$ cat src/rtl/demultiplexer.sv
// Registered 1-to-4 demultiplexer: on every clock edge, A is routed to the
// destination chosen by SEL. VLD is a one-hot flag marking which destination
// was loaded. Unselected destinations are either cleared or left holding
// their last value, depending on HOLD.
module demultiplexer #(
  parameter int DATA_W = 2,
  parameter int HOLD   = 0
) (
  input  logic              clk,
  input  logic              rst,
  input  logic [DATA_W-1:0] A,
  input  logic [1:0]        SEL,
  output logic [DATA_W-1:0] W,
  output logic [DATA_W-1:0] X,
  output logic [DATA_W-1:0] Y,
  output logic [DATA_W-1:0] Z,
  output logic [3:0]        VLD
);

  localparam int NUM_DST = 4;

  logic [NUM_DST-1:0][DATA_W-1:0] dst_q, dst_d;
  logic [NUM_DST-1:0]             vld_q, vld_d;

  // Next state: the selected slot takes A; the others are cleared or kept.
  always_comb begin
    dst_d      = (HOLD != 0) ? dst_q : '0;
    dst_d[SEL] = A;
    vld_d      = 4'b0001 << SEL;
  end

  // Output registers; reset clears everything at once, whatever HOLD is.
  always_ff @(posedge clk or posedge rst) begin
    if (rst) begin
      dst_q <= '0;
      vld_q <= '0;
    end else begin
      dst_q <= dst_d;
      vld_q <= vld_d;
    end
  end

  assign W   = dst_q[0];
  assign X   = dst_q[1];
  assign Y   = dst_q[2];
  assign Z   = dst_q[3];
  assign VLD = vld_q;

endmodule

$ cat config.mk
export PLATFORM = sky130hd
export DESIGN_NAME = demultiplexer
export DESIGN_NICKNAME = d
export VERILOG_FILES = /design/src/rtl/demultiplexer.sv
export SDC_FILE = /design/constraint.sdc
export NUM_CORES = 1
export LEC_CHECK = 0
export CAP_MARGIN = 20
export CELL_PAD_IN_SITES_DETAIL_PLACEMENT = 1
export CELL_PAD_IN_SITES_GLOBAL_PLACEMENT = 2
export CORE_UTILIZATION = 24
export DETAILED_ROUTE_END_ITERATION = 8
export PLACE_DENSITY_LB_ADDON = 0.1
export SETUP_SLACK_MARGIN = 0.2
export SLEW_MARGIN = 25
export SYNTH_ARGS = -nofsm -noshare
export SYNTH_HDL_FRONTEND = slang
export SYNTH_SLANG_ARGS = --single-unit
$ cat constraint.sdc
create_clock -name clk -period 0.8 [get_ports clk]
set_clock_uncertainty 0.15 [all_clocks]
set_input_delay 0.16 -clock clk [delete_from_list [all_inputs] [get_ports clk]]
set_output_delay 0.16 -clock clk [all_outputs]
set_load 0.01 [all_outputs]
==> metrics, run 1 <==
status=finished with violations; failing checks=design-rule violations, negative setup slack; Int Pwr=0.980 mW; global-route wire length before repair=1.17 mm; Worst-Margin Slew=0.131 ns; Combinational Power Share=about 11%; Lkg Pwr=approximately 0.35 nW; DR DRC count=3; Worst Path Required=around 0.49 ns; vias in the first global route=262; RSZ-0062 raised after global routing=true; CTS Buffer Depth=2; xor/xnor share of the synthesized area=0%; post-synthesis compound-gate area fraction=0%; initial antenna violation count=0; Num CTS Buffers=3; initial core utilization=26.8%; CP max FO=1; adder-cell area share of the yosys netlist=0%; fmax=between 0.9 and 1 GHz; CTS Hold Bufs=0; synthesized flop and latch total=12; drt via density=4.05; Final WS setup=-0.272 ns; TritonCTS clock tree=built; max incr delay on CP=0.38 ns; fin crit share=134%; Die Wd=43.7 µm; largest family of logic cells by synthesized area=simple AND/OR/NAND/NOR gates; cell row count=14; Pins Over Slew Limit=0; Synth top area share=71.9%; H-tree levels=1; startpoint types=register; P per Cell Area=slightly below 2000 nW/µm²; remaining antenna violation count after routing=0; FILL cells=168; # nets final=57; Buffers on Ports=17; CTS Root Buffer Type=clkbuf_4; share of layout cells above drive strength 1=between 40 and 50%; final non-filler cell total=66; worst vdd ir=0.577 mV; Fin. Hold Viols=0; crit path time final=1.07 ns; CP max stage cell=dfrtp_1; multi-input logic area=101 µm²; Worst Hold Class=in -> async; Mean Syn Cell Area=15.5 µm²; cells along the critical path=buf_6; Die H=between 40 and 50 µm; post-synthesis mux area share=0%; Post-Place Cells=61; sequential share of the synthesized area=between 70% and 80%; area grow syn2layout=46.7%; Placeable Area=roughly 1600 µm²; Distinct cells, synth=10; postcts setup bufs=0; Placer Congestion=around 0.65; wire per inst=11.2 µm; CP Buf/Inv Count=1; area leader, netlist=dfrtp_1; Reg area=300 µm²; sequential fraction of design power=between 50% and 60%; clock-pin slew on the worst setup and hold paths=0.06 ns; routed wire length=742 µm; top cells by area, synth=dfrtp_1 72%, and3b_1 8.4%, nor3b_2 6.0%, and3_1 3.0%, nor2b_1 3.0%; total of max-cap violations=0; CTS sink cnt=12; GR Overflow Total=0; switching part of the total=19.6%; Die ar.=1910 µm²; clock network fraction of total power=36.4%; crit path DAT=0.76 ns; total number of vias=~270; Antenna diodes=0; Final Setup Violations=12; largest net degree at the start of global routing=13; total global-route track usage=9.30%; 1st-iter DRT viols=5; crit end category=output port; Syn. warnings=0; family with the most delay on the worst path=flip-flops; Ports=18; Design Power=1.22 mW; DRT Pass-1 Iters=5; placed inst area=624 µm²; post-synthesis simple-gate area fraction=a little under a quarter; Mapped Cells=27; P_sw=0.240 mW; Slew HR=91.2%; Mapped Nets=33; final instance area=613 µm²; Worst Setup Path Type=reg -> out; mapped cell area=418 µm²
## placed cells by master (no fill, tap or decap)
| master | n |
|---|---|
| clkdlybuf4s50_1 | 1 |
| clkbuf_4 | 3 |
| dfrtp_1 | 12 |
| inv_1 | 1 |
| nor3b_2 | 1 |
| buf_12 | 1 |
| nor2_1 | 1 |
| and3_1 | 2 |
| clkbuf_8 | 1 |
| buf_6 | 3 |
| nor3b_4 | 1 |
| and2_1 | 1 |
| nor2b_1 | 2 |
| dlygate4sd2_1 | 2 |
| and3b_1 | 4 |
| buf_2 | 14 |
## routing by layer
layer / GRT usage [%] / routed length, µm / vias to the layer above
met5: 0 / 0 / -
met4: 11.3 / 14 / 0
met3: 4.17 / 123 / 2
met2: 13.7 / 332 / 17
met1: 8.65 / 271 / 115
li1: - / - / 133
## worst paths after layout
path                        start     end  depth (start not counted)
worst max-delay path         Z[0]    Z[0]                          1
worst min-delay path          rst  VLD[1]                          3
max in group asynchronous     rst    Z[0]                          3
min in group clk           SEL[0]    W[0]                          3
## worst min-delay path, stage by stage
cell             delay, ns
clkdlybuf4s50_1       0.40
inv_1                 0.09
buf_12                0.14
## cell usage after synthesis
library cell	n
nor2b_1	2
and3b_1	4
dfrtp_1	12
inv_1	1
and2_1	1
buf_6	1
nor2_1	1
nor3b_2	2
buf_4	1
and3_1	2
## cell families (layout without fill, tap and decap cells)
| group | count (synthesis) | after routing |
|---|---|---|
| flops | 12 | 12 |
| simple gates | 12 | 12 |
| buf+inv | 3 | 26 |
## cell type report
type / instances / area share [%]
sequential: 12 / 49.0
timing repair buffer: 21 / 24.7
multi-input combinational: 12 / 16.5
clock buffer: 4 / 5.92
tap: 16 / 3.27
inverter: 1 / 0.612
## sequential cells by signal, summed over array words and instances, names as in the netlist
signal	cells
W	2
VLD	4
Y	2
X	2
Z	2
## per-stage QoR
stage	utilization [%]	setup slack [ns]	setup TNS [ns]	hold slack, ns
after floorplan	-	0.114	0	-0.125
after global placement	40.0	-0.401	-8.50	0.328
after detailed placement	40.0	-0.423	-8.88	0.334
after CTS	38.5	-0.295	-3.36	0.0470
after global routing	39.3	-0.321	-3.63	0.0591
final	39.3	-0.272	-3.14	0.0516
## power by group through the flow
stage               clock (mW)  combinational, mW  sequential, mW
global placement             0              0.159           0.650
detailed placement           0              0.162           0.651
global route             0.506              0.152           0.640
CTS                      0.467              0.136           0.638
floorplan                    0             0.0531           0.665
finish                   0.443              0.139           0.638
## what timing repair did
item,in CTS,in global routing
setup endpoints to repair,24,17
pin swaps,1,3
resized for setup,60,2
cloned,1,0
Note: power is estimated with default switching activity, not from simulation.
==> run 2: changes to the inputs <==
==> constraint.sdc (replaced) <==
create_clock -name clk -period 0.8 [get_ports clk]
set_clock_uncertainty 0.15 [all_clocks]
set_input_delay 0.16 -clock clk [delete_from_list [all_inputs] [get_ports clk]]
set_output_delay 0.16 -clock clk [all_outputs]
set_load 0.02 [all_outputs]
==> metrics, run 2 (synthesis gave the netlist of run 1 again) <==
status=finished with violations; failing checks=design-rule violations, negative hold slack, negative setup slack; WHS=-0.0363 ns (-0.0879 ns); CTS sink cnt=12 (unchanged); Placeable Area=1560 µm² (unchanged); routed wire length=839 µm (+13%); Antenna diodes=0 (unchanged); global-route wire length before repair=1.31 mm (+12%); H-tree levels=1 (unchanged); post-DP HPWL=597 µm; total global-route track usage=10.7% (+1.4 points); largest net degree at the start of global routing=13 (unchanged); GR Overflow Total=0 (unchanged); sum of negative setup slack=-3.40 ns (-0.253 ns); wire per inst=12.7 µm (+13%); drt via density=4.35 (+7.5%); multi-input logic area=101 µm² (unchanged); Lkg Pwr=0.365 nW (+3.5%); startpoint types=register; CP Buf/Inv Count=1 (unchanged); critical path depth=1 (unchanged); Worst Setup Path Type=reg -> out; Reg area=300 µm² (unchanged); crit path time final=1.10 ns (+0.0317 ns); Final Setup Violations=12 (unchanged); worst vdd ir=0.735 mV (+27%); DR DRC count=2 (-1); max incr delay on CP=0.39 ns (about the same); total number of vias=287 (+7.5%); Worst Path Required=0.49 ns (about the same); family with the most delay on the worst path=flip-flops; cells along the critical path=buf_6; Pins Over Slew Limit=0 (unchanged); Die ar.=1910 µm² (unchanged); DRT Pass-1 Iters=5 (unchanged); Hold Path Sink=VLD[0]; hold_sp=SEL[1]; crit end category=output port; final instance area=689 µm² (+12%); clock-pin slew on the worst setup and hold paths=0.07 ns (about the same); Slew HR=90.1% (-1.1 points); CP max stage cell=dfrtp_1; fmax=0.906 GHz (-2.9%); fin crit share=138% (+4.0 points); Placer Congestion=0.675 (+3.9%); Hold Path Stages=2; CTS Root Buffer Type=clkbuf_4; Die Wd=43.7 µm (unchanged); most frequent cells in the layout=14 x buf_6, 12 x dfrtp_1, 4 x and3b_1; remaining antenna violation count after routing=0 (unchanged); 1st-iter DRT viols=5 (unchanged); Num CTS Buffers=3 (unchanged); crit path DAT=0.79 ns (+0.03 ns); Ports=18 (unchanged); pre-CTS setup slack=-0.559 ns (-0.136 ns); area grow syn2layout=65.0%; CP max FO=1 (unchanged); share of layout cells above drive strength 1=48.0% (unchanged); Worst Hold Class=in -> reg; vias in the first global route=270 (+3.1%); total of max-cap violations=0 (unchanged); FILL cells=161 (-4.2%); Fin. Hold Viols=2 (+2); P per Cell Area=1890 nW/µm² (-5.0%); RSZ-0062 raised after global routing=true; Largest register FFs=4 (unchanged); commonest non-fill, non-tap cell in the layout=buf_6; initial antenna violation count=0 (unchanged); placed inst area=632 µm² (+1.2%); Worst-Margin Slew=0.148 ns (+0.0167 ns); Die H=43.7 µm (unchanged); CTS Buffer Depth=2 (unchanged); # nets final=57 (unchanged); cell row count=14 (unchanged); Final WS setup=-0.304 ns (-0.0317 ns); TritonCTS clock tree=built; Buffers on Ports=17 (unchanged); initial core utilization=26.8% (unchanged)
==> run 2: stage by stage <==
stage | util (%) | instances | total power [mW]
detailed placement | 40.5 | 62 | 0.838
floorplan | - | 27 | 0.738
global placement | 40.5 | 62 | 0.833
CTS | 44.1 | 66 | 1.33
finish | 44.2 | 66 | 1.30
global route | 44.2 | 66 | 1.37
==> run 2: cell type report <==
| class | count | share of cell area, % |
|---|---|---|
| Sequential cell | 12 | 43.6 |
| Tap cell | 16 | 2.90 |
| Timing Repair Buffer | 21 | 33.0 |
| Multi-Input combinational cell | 12 | 14.7 |
| Clock buffer | 4 | 5.26 |
| Inverter | 1 | 0.544 |
==> run 2: worst max path at each step <==
stage,from,to,slack [ns]
after floorplan,VLD[0],VLD[0],0.07
after global placement,SEL[1],W[0],-0.48
after detailed placement,SEL[1],W[1],-0.56
after CTS,W[1],W[1],-0.33
after global routing,W[1],W[1],-0.34
final,W[1],W[1],-0.30
==> run 2: repair_timing <==
action | CTS | global route
gates cloned | 0 | 0
hold endpoints to repair | 2 | 2
setup endpoints to repair | 24 | 16
buffers inserted | 0 | 0
gates resized for setup | 88 | 1
pin swaps | 1 | 2
==> run 2: report_power, final <==
| group | leakage, nW | switching, mW | internal, mW |
|---|---|---|---|
| Clock | 0.0210 | 0.191 | 0.276 |
| Combinational | 0.184 | 0.0881 | 0.104 |
| Sequential | 0.159 | 0.0118 | 0.632 |
| Total | 0.365 | 0.291 | 1.01 |
==> run 2: per-layer routing <==
layer  GRT usage, %  vias up  wire [µm]
met4           5.63        0         15
met1           11.4      136        301
li1               -      135          -
met5              0        -          0
met2           16.7       14        450
met3           6.25        2         72
==> run 3: changes to the inputs <==
--- a/config.mk
+++ b/config.mk
@@ -5,10 +5,10 @@
 export SDC_FILE = /design/constraint.sdc
 export NUM_CORES = 1
 export LEC_CHECK = 0
-export CAP_MARGIN = 20
 export CELL_PAD_IN_SITES_DETAIL_PLACEMENT = 1
 export CELL_PAD_IN_SITES_GLOBAL_PLACEMENT = 2
-export CORE_UTILIZATION = 24
+export CORE_UTILIZATION = 26
+export CTS_BUF_LIST = sky130_fd_sc_hd__clkbuf_2 sky130_fd_sc_hd__clkbuf_4 sky130_fd_sc_hd__clkbuf_8
 export DETAILED_ROUTE_END_ITERATION = 8
 export PLACE_DENSITY_LB_ADDON = 0.1
 export SETUP_SLACK_MARGIN = 0.2
==> metrics, run 3 (synthesis gave the netlist of run 1 again) <==
status=finished with violations; failing checks=negative setup slack; Pins Over Slew Limit=0 (unchanged); CP max FO=1 (unchanged); Slew HR=90.5% (+0.41 points); postcts setup bufs=0 (unchanged); CTS sink cnt=12 (unchanged); multi-input logic area=95.1 µm² (-6.2%); vias in the first global route=350 (+30%); Fin. Hold Viols=0 (-2); Worst Hold Class=in -> reg; Die Wd=42.1 µm (-3.8%); Ports=18 (unchanged); crit path DAT=0.76 ns (-0.03 ns); Post-Place Cells=63 (+1.6%); DR DRC count=0 (-2); Worst-Margin Slew=0.142 ns (-0.00606 ns); cells along the critical path=buf_6; total number of vias=297 (+3.5%); fmax=0.931 GHz (+2.7%); fin crit share=134% (-3.7 points); post-DP HPWL=628 µm (+5.2%); cell row count=14 (unchanged); 1st-iter DRT viols=1 (-4); Antenna diodes=0 (unchanged); P per Cell Area=1740 nW/µm² (-8.1%); CP Buf/Inv Count=1 (unchanged); Largest register FFs=4 (unchanged); RSZ-0062 raised after global routing=true; drt via density=4.50 (+3.5%); Die ar.=1770 µm² (-7.4%); startpoint types=register; routed wire length=806 µm (-3.9%); remaining antenna violation count after routing=0 (unchanged); largest net degree at the start of global routing=13 (unchanged); Design Power=1.17 mW (-10%); DRT Pass-1 Iters=4 (-1); TritonCTS clock tree=built; CTS Buffer Depth=2 (unchanged); area grow syn2layout=61.1%; CTS Root Buffer Type=clkbuf_4; Die H=42.1 µm (-3.8%); total of max-cap violations=0 (unchanged); Num CTS Buffers=3 (unchanged); crit end category=output port; family with the most delay on the worst path=flip-flops; Placeable Area=1510 µm² (-3.4%); H-tree levels=1 (unchanged); global-route wire length before repair=1.45 mm (+11%); max incr delay on CP=0.38 ns (about the same); Worst Path Required=0.49 ns (about the same); CP max stage cell=dfrtp_1; Worst Setup Path Type=reg -> out; total global-route track usage=11.7% (+0.99 points); clock-pin slew on the worst setup and hold paths=0.07 ns (about the same); crit path time final=1.07 ns (-0.0292 ns); Final Setup Violations=12 (unchanged); share of layout cells above drive strength 1=48.0% (unchanged); Lkg Pwr=0.358 nW (-1.8%); pre-CTS setup slack=-0.506 ns (+0.0525 ns); GR Overflow Total=0 (unchanged); final non-filler cell total=66 (unchanged); Placer Congestion=0.741 (+9.9%); worst vdd ir=0.616 mV (-16%); commonest non-fill, non-tap cell in the layout=buf_6; initial antenna violation count=0 (unchanged); # nets final=58 (+1.8%); Buffers on Ports=17 (unchanged); wire per inst=12.2 µm (-3.9%); Final WS setup=-0.275 ns (+0.0292 ns); initial core utilization=27.7% (+0.94 points); sum of negative setup slack=-3.24 ns (+0.160 ns); most frequent cells in the layout=13 x buf_6, 12 x dfrtp_1, 4 x and3b_1, 4 x buf_4, 3 x clkbuf_4; FILL cells=173 (+7.5%); Reg area=300 µm² (unchanged)
-- run 3: changes by cell type in the layout (fill, tap and decap cells not counted), sizes merged --
cell,delta
clkbuf,-1
buf,+1
-- run 3: power breakdown --
group / switching, mW / internal [mW] / total (mW) / leakage [nW]
Clock: 0.163 / 0.173 / 0.336 / 0.0138
Combinational: 0.0859 / 0.104 / 0.190 / 0.185
Sequential: 0.0121 / 0.632 / 0.644 / 0.159
-- run 3: per-stage QoR --
stage	cell area [µm²]	hold WS, ns	utilization (%)
after floorplan	429	-0.125	-
after global placement	639	0.324	42.4
after detailed placement	639	0.331	42.4
after CTS	669	0.0308	44.4
after global routing	673	0.0427	44.7
final	673	0.0374	44.7
-- run 3: worst paths after layout --
kind                       endpoint  cells after the start  slack, ns  startpoint
setup / recovery               Z[1]                      1      -0.27        Z[1]
hold / removal               VLD[3]                      2       0.04      SEL[1]
max in group asynchronous    VLD[2]                      3       0.33         rst
min in group asynchronous      W[0]                      3       0.06         rst
-- run 3: cell type report --
cell class | instances | area share (%)
Clock buffer | 3 | 3.35
Inverter | 1 | 0.558
Timing Repair Buffer | 22 | 34.4
Sequential cell | 12 | 44.6
Tap cell | 16 | 2.97
Multi-Input combinational cell | 12 | 14.1
-- run 3: routing by layer --
| layer | track usage (%) | wire length, µm | vias to the layer above |
|---|---|---|---|
| li1 | - | - | 133 |
| met1 | 12.0 | 279 | 147 |
| met2 | 21.3 | 474 | 17 |
| met3 | 1.29 | 52 | 0 |
| met4 | 9.38 | 0 | 0 |
| met5 | 0 | 0 | - |
-- run 3: what timing repair did --
item                                    4_1_cts  5_1_grt
endpoints found under the setup margin       24       16
resized for setup                            84        3
pin swaps                                     2        1
cloned                                        0        0
hold buffers                                  0        0
